<file path="src/rtl/present_pkg.sv">
// rtl/present_pkg.sv - PRESENT-80 key schedule widths, S-box tables and FSM states
package present_pkg;

  localparam int KEY_W = 80;
  localparam int RK_W  = 64;
  localparam int CNT_W = 5;

  localparam logic [3:0] SBOX [16] = '{
    4'hC, 4'h5, 4'h6, 4'hB, 4'h9, 4'h0, 4'hA, 4'hD,
    4'h3, 4'hE, 4'hF, 4'h8, 4'h4, 4'h7, 4'h1, 4'h2
  };

  localparam logic [3:0] SBOX_INV [16] = '{
    4'h5, 4'hE, 4'hF, 4'h8, 4'hC, 4'h1, 4'h2, 4'hD,
    4'hB, 4'h4, 4'h6, 4'h3, 4'h0, 4'h7, 4'h9, 4'hA
  };

  typedef enum logic [1:0] {
    IDLE = 2'd0,
    FWD  = 2'd1,
    OUT  = 2'd2
  } state_t;

endpackage

</file>
<file path="src/rtl/present_key_round.sv">
// rtl/present_key_round.sv - one forward or inverse PRESENT-80 key update (combinational)
module present_key_round
  import present_pkg::*;
(
  input  logic [KEY_W-1:0] key,
  input  logic [CNT_W-1:0] cnt,
  input  logic             inDir,
  output logic [KEY_W-1:0] outKey
);

  logic [KEY_W-1:0] fwd;
  logic [KEY_W-1:0] inv;

  always_comb begin
    // rotate left 61 == rotate right 19
    fwd          = {key[18:0], key[79:19]};
    fwd[79:76]   = SBOX[fwd[79:76]];
    fwd[19:15]   = fwd[19:15] ^ cnt;

    inv          = key;
    inv[19:15]   = inv[19:15] ^ cnt;
    inv[79:76]   = SBOX_INV[inv[79:76]];
    inv          = {inv[60:0], inv[79:61]};

    outKey       = inDir ? inv : fwd;
  end

endmodule

</file>
<file path="src/rtl/present_inv_key_sched.sv">
// rtl/present_inv_key_sched.sv - inverse PRESENT-80 key schedule, K(ROUNDS+1) down to K1
// Optional integrity check of the unwound key: PRESENT_INVKEY_CHECK_EN
module present_inv_key_sched
  import present_pkg::*;
#(
  parameter int ROUNDS = 31
) (
  input  logic             inClk,
  input  logic             inRst,
  input  logic             inKeyWr,
  input  logic [KEY_W-1:0] inKeyData,
  input  logic             inKeyNext,
  output logic             outBusy,
  output logic             outKeyValid,
  output logic [RK_W-1:0]  outRoundKey,
  output logic [5:0]       outRoundIdx,
  output logic             outDone,
  output logic             outKeyErr
);

  localparam logic [CNT_W-1:0] LAST_CNT = CNT_W'(ROUNDS);

  state_t           state_q, state_n;
  logic [KEY_W-1:0] key_q, key_n, key_rnd;
  logic [CNT_W-1:0] cnt_q, cnt_n;
  logic             done_n;

  present_key_round u_round (
    .key    (key_q),
    .cnt    (cnt_q),
    .inDir  (state_q == OUT),
    .outKey (key_rnd)
  );

  always_comb begin
    state_n = state_q;
    key_n   = key_q;
    cnt_n   = cnt_q;
    done_n  = 1'b0;
    if (inKeyWr) begin
      state_n = FWD;
      key_n   = inKeyData;
      cnt_n   = 5'd1;
    end else begin
      case (state_q)
        FWD: begin
          key_n = key_rnd;
          if (cnt_q == LAST_CNT) state_n = OUT;
          else                   cnt_n   = cnt_q + 5'd1;
        end
        OUT: begin
          if (inKeyNext) begin
            // counter 0 means K1 is on the output
            if (cnt_q == 5'd0) begin
              state_n = IDLE;
              done_n  = 1'b1;
            end else begin
              key_n = key_rnd;
              cnt_n = cnt_q - 5'd1;
            end
          end
        end
        default: ;
      endcase
    end
  end

  // outputs are registered from the next-state values so they line up with the state
  always_ff @(posedge inClk) begin
    if (inRst) begin
      state_q     <= IDLE;
      key_q       <= '0;
      cnt_q       <= '0;
      outBusy     <= 1'b0;
      outKeyValid <= 1'b0;
      outRoundKey <= '0;
      outRoundIdx <= '0;
      outDone     <= 1'b0;
    end else begin
      state_q     <= state_n;
      key_q       <= key_n;
      cnt_q       <= cnt_n;
      outBusy     <= (state_n == FWD);
      outKeyValid <= (state_n == OUT);
      outRoundKey <= key_n[KEY_W-1:16];
      outRoundIdx <= (state_n == OUT) ? ({1'b0, cnt_n} + 6'd1) : 6'd0;
      outDone     <= done_n;
    end
  end

`ifdef PRESENT_INVKEY_CHECK_EN
  logic [KEY_W-1:0] copy_q;
  logic             err_q, err_n;

  always_comb begin
    err_n = err_q;
    if (inKeyWr)
      err_n = 1'b0;
    else if (state_q == OUT && inKeyNext && cnt_q == 5'd1 && key_rnd != copy_q)
      err_n = 1'b1;
  end

  always_ff @(posedge inClk) begin
    if (inRst) begin
      copy_q <= '0;
      err_q  <= 1'b0;
    end else begin
      if (inKeyWr) copy_q <= inKeyData;
      err_q <= err_n;
    end
  end

  assign outKeyErr = err_q;
`else
  assign outKeyErr = 1'b0;
`endif

endmodule

</file>
<file path="config.mk">
export PLATFORM = sky130hd
export DESIGN_NAME = present_inv_key_sched
export DESIGN_NICKNAME = d
export VERILOG_FILES = /design/src/rtl/present_pkg.sv /design/src/rtl/present_key_round.sv /design/src/rtl/present_inv_key_sched.sv
export SDC_FILE = /design/constraint.sdc
export NUM_CORES = 1
export LEC_CHECK = 0
export CORE_MARGIN = 2
export CORE_UTILIZATION = 45
export DETAILED_ROUTE_END_ITERATION = 16
export GPL_TIMING_DRIVEN = 0
export PLACE_DENSITY_LB_ADDON = 0.25
export SETUP_SLACK_MARGIN = 0.1
export SYNTH_ARGS = -nofsm -noshare
export SYNTH_HDL_FRONTEND = slang
export SYNTH_HIERARCHICAL = 1
export SYNTH_SLANG_ARGS = --single-unit
</file>
<file path="constraint.sdc">
create_clock -name inClk -period 2.5 [get_ports inClk]
set_input_delay 0.375 -clock inClk [delete_from_list [all_inputs] [get_ports inClk]]
set_output_delay 0.375 -clock inClk [all_outputs]
set_load 0.02 [all_outputs]
</file>
Yosys cells after proc, flatten, opt, wreduce, memory -nomap -nowiden
Memories as Yosys holds them, arrays and structs flattened.
Index checks and enable logic that the tools add are counted.
W data, S select, Z words.
{ "totals": {"register_bits": 96, "romBits": 128, "input_bits": 84, "out_inout_bits": 74, "wordCells": 54, "memories": 2} }
{ "memory_table": {"columns": ["memory", "depth", "width", "read_ports", "rd_ports_with_merged_regs", "write_ports", "line", "text"], "rows": [
  ["(name not given)", 16, 4, 1, 0, 0, "present_key_round.sv:22", "inv[79:76] = SBOX_INV[inv[79:76]];"],
  ["(name not given)", 16, 4, 1, 0, 0, "present_key_round.sv:17", "fwd[79:76] = SBOX[fwd[79:76]];"]
]} }
{ "op_classes": {"add_sub_neg": 3, "order_cmp": 2, "n_eq_ne": 7, "n_mux": 20, "bitwise_logic": 7, "n_reduce_logical": 5} }
{ "ops": {"columns": ["op", "count"], "rows": [
  ["$mux W80", 4],
  ["$pmux W80 S2", 1],
  ["$mux W5", 4],
  ["$mux W4", 4],
  ["$ge A5 B5 Y1 const B", 2],
  ["$not A4 Y5", 2],
  ["$pmux W5 S2", 1],
  ["$xor A5 B5 Y5", 2],
  ["$mux W2", 4],
  ["$add A5 B1 Y6 const B", 1],
  ["$ne A3 B3 Y1 const B", 2],
  ["$add A5 B1 Y5 const B", 1],
  ["$eq A5 B5 Y1 const B", 1],
  ["$logic_not A5 Y1", 1],
  ["$sub A5 B1 Y5 const B", 1],
  ["$eq A2 B1 Y1 const B", 2],
  ["$eq A2 B2 Y1 const B", 2],
  ["$pmux W2 S2", 1],
  ["$reduce_or A4 Y1", 1],
  ["$not A1 Y1", 3],
  ["$reduce_and A3 Y1", 1],
  ["$reduce_bool A3 Y1", 1],
  ["$reduce_or A2 Y1", 1],
  ["$mux W1", 1]
]} }

Longest topological paths before layout
Gate-level depths: netlist of run 1.
{ "depth": {"word_depth": 9, "ltp_mapped": 12, "mapped_depth_nobuf": 11} }

Modules after synthesis
The synthesis of run 1 kept the hierarchy.
{ "modules_own_cells": {"columns": ["mod", "n_inst", "cells_per_inst", "area_each_um2", "seq_area_each_um2"], "rows": [
  ["present_inv_key_sched", 1, 533, 4874.7, 1921.8],
  ["present_key_round", 1, 161, 1436.4, 0.0]
]} }

Least setup slack after synthesis of run 1
OpenSTA, ideal clock, no wires.
{ "synth_timing": {"kind": "flip-flop to flip-flop", "start": "reg state_q[0]", "end": "reg outRoundIdx[4]", "setup_time_ns": 0.115, "arrival_time_ns": 2.380, "required_ns": 2.385, "setup_slack_ns": 0.006, "path_stages_with_launch": 13, "path_buffers": 1, "synth_period_minus_slack_ns": 2.494, "cell_sequence": "dfxtp_1 inv_1 ha_1 buf_2 xnor2_1 a311oi_2 nor2_1 o41ai_1 inv_1 ha_1 nor4b_1 xnor2_1 nor2_1"} }
{ "synth_between": {"word_cells_on_any_way": 13, "classes_between": "add/sub: 1; eq/ne: 3; mux: 7; bitwise: 1; reduce/logical: 1"} }
{ "synth_rtl": {"columns": ["item", "line", "text"], "rows": [
  ["from (decl)", "present_inv_key_sched.sv:23", "state_t state_q, state_n;"],
  ["from (signal assigned)", "present_inv_key_sched.sv:80", "state_q <= state_n;"],
  ["$eq A2 B2 Y1 or $eq A2 B1 Y1 (tied branches)", "present_inv_key_sched.sv:45", "case (state_q)"],
  ["$pmux W5 S2 (*)", "present_inv_key_sched.sv:45", null],
  ["$mux W5 (*)", "present_inv_key_sched.sv:40", "if (inKeyWr) begin"],
  ["via cnt_n[0]", "present_inv_key_sched.sv:25", "logic [CNT_W-1:0] cnt_q, cnt_n;"],
  ["$add A5 B1 Y6 (*)", "present_inv_key_sched.sv:86", "outRoundIdx <= (state_n == OUT) ? ({1'b0, cnt_n} + 6'd1) : 6'd0;"],
  ["to (signal assigned)", "present_inv_key_sched.sv:86", null],
  ["to (decl)", "present_inv_key_sched.sv:16", "output logic [5:0] outRoundIdx,"]
]} }
The timed path passes the listed nets; every way through them passes the cells marked *.
A chain may end at the register's enable or synchronous reset.

Worst setup path in the final report of run 1
{ "layout_timing": {"start": "reg cnt_q[1]", "end": "reg outRoundIdx[4]"} }
{ "layout_between": {"word_cells_on_any_way": 18, "classes_between": "add/sub: 3; eq/ne: 2; mux: 10; bitwise: 1; reduce/logical: 2"} }
{ "layout_rtl": {"columns": ["item", "line", "text"], "rows": [
  ["from (decl)", "present_inv_key_sched.sv:25", null],
  ["from (signal assigned)", "present_inv_key_sched.sv:82", "cnt_q <= cnt_n;"],
  ["$logic_not A5 Y1", "present_inv_key_sched.sv:54", "if (cnt_q == 5'd0) begin"],
  ["$mux W5", "present_inv_key_sched.sv:54", null],
  ["$mux W5", "present_inv_key_sched.sv:52", "if (inKeyNext) begin"],
  ["$pmux W5 S2 (*)", "present_inv_key_sched.sv:45", null],
  ["$mux W5 (*)", "present_inv_key_sched.sv:40", null],
  ["via cnt_n[0]", "present_inv_key_sched.sv:25", null],
  ["$add A5 B1 Y6 (*)", "present_inv_key_sched.sv:86", null]
]} }
Marks and branches as above.

==> results by group, run 1 <==
Outcome
  • Outcome: complete, no violations

Logic synthesis
  • Syn Area/Cell: 9.09 um2
  • Yosys cell types: 56
  • Flops & latches, synth: 96
  • Synth warn: 6
  • Post-synthesis sequential area ratio: 0.305
  • Post-Syn Area: 6310 um2
  • Synth Instances: 694
  • Synth Flop Type: dfxtp_1
  • Post-synth EDFFs: 0
  • Asr flop ratio synth: 0
  • Post-synth net total: 794

Pwr
  • Pleak: 3.75 nW
  • Power per Cell Area: around 540 nW/um2
  • Worst vdd ir: 371 uV

Worst setup path
  • FF-to-FF End: outRoundIdx[4]
  • Worst R2R Path Depth: 10
  • Required @ worst endpoint: 2.74 ns
  • CP Cell Sequence: ha_4 -> and4_2 -> a311oi_4 -> nor2_4 -> o41ai_4 -> inv_2 -> ha_4 -> nor4b_4 -> xnor2_1 -> nor2_1
  • Critical path fanouts, max: 9
  • Master of the slowest instance on the critical path: o41ai_4
  • R2R Setup Slk: about 0.040 ns
  • Most Frequent Cell on Critical Path: ha_4
  • Largest delay share family, worst path: compound AO/OA/AOI/OAI gates
  • Reg2reg start: cnt_q[1]
  • Critical path data arrival time: 2.70 ns
  • WP buf/inv: 1
  • CP Capture Type: flip-flop
  • Kind of critical path: reg2reg
  • Slowest cell delay on critical path: 0.41 ns
  • CP startpoint kind: flip-flop

STA
  • Final worst slack: a little over 0.04 ns
  • Worst-Margin Slew: 0.961 ns
  • Final Critical Period: 2.46 ns
  • Fin crit share: 0.984
  • Clk_skew: 0.00821 ns
  • Unrepaired setup endpoints after global routing: yes
  • Endpoints failing setup: 0
  • Pins Over Slew Limit: 0
  • Final Hold Fails: 0
  • Peak Freq: slightly above 400 MHz
  • Max-slew headroom: 0.359

Clocking
  • CTS tree: built
  • # H-tree levels: 3
  • Skew-Pair Late Insertion Delay: between 0.3 and 0.4 ns
  • Clock slew at reported path FFs: 0.07 ns
  • Hold_buf cts: 0
  • Total CTS buffers: 9
  • CTS Sinks: 96
  • Clk buf depth: 2
  • Root buffer cell: clkbuf_16

Route
  • Vias per cell: 5.70
  • Detailed Route Iter0 Violations: ~500
  • Drt total wl: 21.9 mm
  • DR WL/cell: 20.6 um
  • Residual DRC: 0
  • 1st-pass router iterations: 7
  • Remaining antenna violation count: 0
  • Vias post-DR: 6,064

Global routing
  • Initial antenna violation count: 0
  • Global-route wire length before repair: 33.3 mm
  • Largest net degree at the start of global routing: 17
  • Remaining global-route overflow: 0
  • Tot GR Track Use: 0.292
  • Number of global-route vias before repair: 5,956

Worst hold path
  • Worst hold path class: in2reg
  • Hold path depth: 3
  • Hold EP: outDone
  • Hold path start: inKeyNext

Placed design
  • Dpl cell area: 8100 um2
  • DP Worst Slack: -0.493 ns
  • RD Place Congestion: slightly below 0.9
  • Final HPWL from detailed placement: 15.7 mm
  • Port Buf Inserts: 155

Floorplan
  • Ports: 158
  • Core area: 13,800 um2
  • Die H: 122 um
  • Initial Util: 0.458
  • FP Rows: 43
  • Die W: 122 um
  • DIE AREA: 15,000 um2

Finish
  • Share of cells above drive strength 1: 0.278
  • Area Overhead vs Synth: 39.1%
  • Most frequent cells in the layout: clkdlybuf4s50_1 (154), nor2_1 (102), dfxtp_1 (90)
  • Final net count: 979
  • Commonest non-fill, non-tap cell in the layout: clkdlybuf4s50_1
  • Final Cell Area: 8780 um2
  • Ant diodes: 0

Flow run
  • Max_cap viols: 0
## per-layer routing
metal,vias up,global-route usage,share of wire
met3,52,0.0367,0.067
met5,-,0,0
met1,2915,0.386,0.42
met2,307,0.476,0.47
met4,0,0.134,0.033
li1,2790,-,-
## cell usage after synthesis (2+ instances only)
master | instances | area (um2)
o41ai_1 | 2 | 17.5
buf_6 | 2 | 22.5
ha_1 | 16 | 200
a22oi_1 | 3 | 22.5
mux4_2 | 2 | 45.0
mux2_2 | 65 | 732
a211oi_1 | 80 | 601
buf_2 | 19 | 95.1
buf_1 | 7 | 26.3
a31oi_1 | 6 | 37.5
o21a_1 | 2 | 15.0
and2_1 | 2 | 12.5
or2_2 | 2 | 12.5
nor2_1 | 105 | 394
nor3_1 | 6 | 30.0
nand2_1 | 14 | 52.6
dfxtp_1 | 96 | 1920
nor4b_1 | 2 | 17.5
nand2b_1 | 3 | 18.8
clkbuf_1 | 27 | 101
o21bai_1 | 3 | 22.5
xnor2_1 | 10 | 87.6
o21ai_0 | 12 | 60.1
mux2i_1 | 84 | 841
o211ai_1 | 3 | 22.5
inv_1 | 17 | 63.8
buf_4 | 66 | 495
xor2_1 | 4 | 35.0
a21oi_1 | 7 | 35.0
## cells by family after synthesis
family | after synthesis | synth area share
adders and majority gates | 16 | 0.0317
and+or+nand+nor | 148 | 0.106
xor gates and xnor gates | 14 | 0.0194
AOI/OAI and AO/OA | 127 | 0.147
DFF | 96 | 0.305
muxes | 153 | 0.263
buffers and inverters | 139 | 0.128
other | 1 | 0.000594
## flip-flops by register name, indices dropped and copies added (netlist names)
name	flops
key_q	16
state_q	2
cnt_q	5
outKeyValid	1
outBusy	1
outRoundKey	64
outRoundIdx	6
outDone	1
## final cells by class
class | instances | area (um2)
plain buffers | 121 | 793
clock buffers | 9 | 225
clock inverters | 7 | 95.1
fillers | 1187 | 4990
inverters | 17 | 68.8
multi-input cells | 459 | 3730
flip-flops and latches | 96 | 1930
well taps | 180 | 225
repair buffers | 175 | 1710
## report_power, final
part	leakage, nW	switching, mW	internal, mW
Combinational	2.80	0.639	0.749
Clock	0.156	0.633	0.879
Sequential	0.797	0.158	1.65
Total	3.75	1.43	3.28
## worst min-delay path, delay by kind of cell
| kind | cells | cell delay [ns] |
|---|---|---|
| and+or+nand+nor | 2 | 0.21 |
| buffers and inverters | 1 | 0.22 |
## metrics by stage
| step | instances | power (mW) | utilization | hold WS [ns] | TNS (ns) |
|---|---|---|---|---|---|
| after floorplan | 694 | 2.59 | - | 0.485 | 0 |
| after global placement | 1029 | 3.09 | 0.588 | 0.502 | -28.04 |
| after detailed placement | 1029 | 3.13 | 0.588 | 0.512 | -30.46 |
| after CTS | 1051 | 4.64 | 0.621 | 0.523 | 0 |
| after global routing | 1064 | 4.88 | 0.637 | 0.512 | -0.0616 |
| final | 1064 | 4.71 | 0.637 | 0.498 | 0 |
## repair_timing
item	in CTS	in global routing
gates resized for setup	39	30
pin swaps	10	12
endpoints found under the hold margin	0	0
setup endpoints to repair	85	24
setup buffers	7	13
## worst max-delay path by stage
stage	from	end	slack [ns]	cells past startpoint
after floorplan	cnt_q[0]	outRoundIdx[4]	0.13	12
after global placement	inKeyNext	outRoundKey[8]	-0.43	7
after detailed placement	inKeyNext	outRoundKey[4]	-0.49	7
after CTS	inKeyWr	outRoundKey[14]	0.11	6
after global routing	cnt_q[0]	outRoundIdx[4]	-0.05	12
final	cnt_q[1]	outRoundIdx[4]	0.04	10
(Power assumes the default switching activity.)
==> run 2, diff against run 1 <==
--- a/config.mk
+++ b/config.mk
@@ -7,6 +7,7 @@
 export LEC_CHECK = 0
 export CORE_MARGIN = 2
 export CORE_UTILIZATION = 45
+export CTS_BUF_LIST = sky130_fd_sc_hd__clkbuf_16
 export DETAILED_ROUTE_END_ITERATION = 16
 export GPL_TIMING_DRIVEN = 0
 export PLACE_DENSITY_LB_ADDON = 0.25
==> results of run 2 <==
No change in the layout: final DEF, timing and power equal those of run 1.
==> run 3, diff against run 2 <==
--- a/config.mk
+++ b/config.mk
@@ -11,7 +11,6 @@
 export DETAILED_ROUTE_END_ITERATION = 16
 export GPL_TIMING_DRIVEN = 0
 export PLACE_DENSITY_LB_ADDON = 0.25
-export SETUP_SLACK_MARGIN = 0.1
 export SYNTH_ARGS = -nofsm -noshare
 export SYNTH_HDL_FRONTEND = slang
 export SYNTH_HIERARCHICAL = 1
==> results by group, run 3 (synthesis results as in run 1) <==
Global routing
  • Tot GR Track Use: 0.285
  • Number of global-route vias before repair: 5,964
  • Global-route wire length before repair: roughly 33 mm
  • Largest net degree at the start of global routing: 17
  • Initial antenna violation count: 0
  • Remaining global-route overflow: 0

Floorplan
  • Initial Util: 0.458
  • Die H: 122 um
  • Core area: 13,800 um2
  • Die W: ~120 um
  • FP Rows: 43
  • Ports: 158
  • DIE AREA: 15,000 um2

Clocking
  • Clk buf depth: 2
  • Total CTS buffers: 9
  • # H-tree levels: 3
  • Skew-Pair Late Insertion Delay: 0.35 ns
  • CTS tree: built
  • Root buffer cell: clkbuf_16
  • CTS Sinks: 96
  • Clock slew at reported path FFs: 0.07 ns

STA
  • Unrepaired setup endpoints after global routing: yes
  • Peak Freq: between 400 and 500 MHz
  • Max-slew headroom: 0.337
  • Final worst slack: 0.0288 ns
  • Hold WS: 0.524 ns
  • Final Hold Fails: 0
  • Clk_skew: slightly below 0.009 ns
  • Pins Over Slew Limit: 0
  • Endpoints failing setup: 0
  • Worst-Margin Slew: slightly below 1 ns
  • Fin crit share: 0.988
  • Final Critical Period: roughly 2.5 ns

Placed design
  • Final HPWL from detailed placement: about 16 mm
  • DP Worst Slack: -0.499 ns
  • RD Place Congestion: 0.927
  • Port Buf Inserts: around 160
  • Placed cell count: 1,029

Flow run
  • Max_cap viols: 0

Worst setup path
  • CP Capture Type: flip-flop
  • FF-to-FF End: outRoundIdx[4]
  • Critical path data arrival time: between 2 and 3 ns
  • Kind of critical path: reg2reg
  • Reg2reg start: cnt_q[0]
  • Required @ worst endpoint: 2.74 ns
  • R2R Setup Slk: around 0.029 ns
  • CP Cell Sequence: buf_4 -> inv_2 -> ha_4 -> nor4b_4 -> buf_4 -> o41ai_1 -> a222oi_1 -> nor2_1 -> ha_2 -> nor4b_2 -> xnor2_1 -> nor2_1
  • Master of the slowest instance on the critical path: dfxtp_2
  • CP startpoint kind: flip-flop
  • Slowest cell delay on critical path: roughly 0.35 ns
  • Critical path fanouts, max: 8
  • WP buf/inv: 3
  • Worst R2R Path Depth: 12
  • Largest delay share family, worst path: simple AND/OR/NAND/NOR gates

Pwr
  • Pint: 3.26 mW
  • Switching power: 1.40 mW
  • Power share of the clock group: 0.321
  • Share of total power in sequential cells: 0.388
  • Comb power frac: 0.291
  • Pleak: 3.67 nW
  • Worst vdd ir: 447 uV
  • Power per Cell Area: 542 nW/um2
  • Switching part of the total: 0.300

Route
  • Met2 routed WL: 10.0 mm
  • Residual DRC: 0
  • Drt total wl: 21.3 mm
  • Detailed Route Iter0 Violations: 481
  • Vias per cell: between 5 and 6
  • Remaining antenna violation count: 0
  • DR top layer: met4
  • Met3 wire length: 1.63 mm
  • DRT met1 WL: around 9.0 mm
  • Vias post-DR: 5,989
  • 1st-pass router iterations: 5
  • DR WL/cell: 20.2 um

Finish
  • Post-Layout Cell Count: between 1,000 and 1,500
  • Ant diodes: 0
  • Final net count: 971
  • Top reg by flops: outRoundKey
  • Max reg flops: 64
  • Top flop regs: outRoundKey: 64 flops, key_q: 16 flops, outRoundIdx: 6 flops
  • Most frequent cells in the layout: clkdlybuf4s50_1 (155), nor2_1 (103), dfxtp_1 (93)
  • Commonest non-fill, non-tap cell in the layout: clkdlybuf4s50_1
  • Share of cells above drive strength 1: 0.260
  • Area Overhead vs Synth: 36.4%

Worst hold path
  • Hold EP: key_q[10]
  • Worst hold path class: reg2reg
  • Hold path start: key_q[10]
  • Hold path depth: 2

Outcome
  • Outcome: complete, no violations
run 3: changes by cell type in the layout (fill, tap and decap cells not counted), moves of 2 or more:
cell | previous run | this run
dfxtp_4 | 2 | 0
clkbuf_1 | 13 | 15
buf_2 | 19 | 16
buf_4 | 86 | 79
a211oi_2 | 2 | 0
ha_1 | 11 | 13
ha_4 | 4 | 1
a211oi_1 | 78 | 80
dfxtp_1 | 90 | 93
clkbuf_2 | 13 | 15
run 3: layer usage:
| layer | vias up | global-route usage |
|---|---|---|
| li1 | 2772 | - |
| met1 | 2866 | 0.378 |
| met2 | 295 | 0.463 |
| met3 | 56 | 0.0446 |
| met4 | 0 | 0.116 |
| met5 | - | 0 |
run 3: repair_timing:
action | 4_1_cts | 5_1_grt
setup buffers | 9 | 3
gates resized for setup | 28 | 20
pin swaps | 7 | 5
hold buffers | 0 | 0
endpoints found under the hold margin | 0 | 0
endpoints found under the setup margin | 85 | 36
run 3: worst max path at each step:
| stage | endpoint | startpoint | depth (start not counted) | slack [ns] |
|---|---|---|---|---|
| final | outRoundIdx[4] | cnt_q[0] | 12 | 0.03 |
| after global routing | outRoundIdx[4] | cnt_q[0] | 12 | -0.08 |
| after CTS | outRoundIdx[4] | state_q[0] | 12 | 0.0008 |
| after detailed placement | outRoundKey[6] | inKeyNext | 7 | -0.50 |
| after global placement | outRoundIdx[4] | cnt_q[0] | 12 | -0.43 |
| after floorplan | outRoundIdx[4] | state_q[0] | 12 | 0.006 |
run 3: tightest hold or removal path, stage by stage, from the launching register on:
cell and delay [ns]:
dfxtp_1 0.32, nor2_1 0.10, a211oi_1 0.05
run 3: cell type report:
cell class | count | area (um2)
fillers | 1184 | 5160
multi-input cells | 459 | 3660
clock buffers | 9 | 225
plain buffers | 121 | 778
flip-flops and latches | 96 | 1930
inverters | 17 | 63.8
clock inverters | 7 | 93.8
well taps | 180 | 225
repair buffers | 167 | 1640
run 3: power by group through the flow:
stage / clock network (mW) / registers, mW / logic, mW
6_report: 1.50 / 1.81 / 1.36
5_1_grt: 1.56 / 1.82 / 1.45
4_1_cts: 1.51 / 1.80 / 1.33
3_5_place_dp: 0 / 1.84 / 1.28
3_3_place_gp: 0 / 1.83 / 1.26
2_1_floorplan: 0 / 1.77 / 0.817
run 3: per-stage QoR:
| stage | instance area, um2 | total power, mW | TNS [ns] | util |
|---|---|---|---|---|
| floorplan | 6310 | 2.59 | 0 | - |
| global route | 8610 | 4.83 | -0.0826 | 0.625 |
| finish | 8610 | 4.67 | 0 | 0.625 |
| CTS | 8550 | 4.65 | 0 | 0.621 |
| global placement | 8090 | 3.09 | -29.10 | 0.587 |
| detailed placement | 8090 | 3.12 | -33.81 | 0.587 |
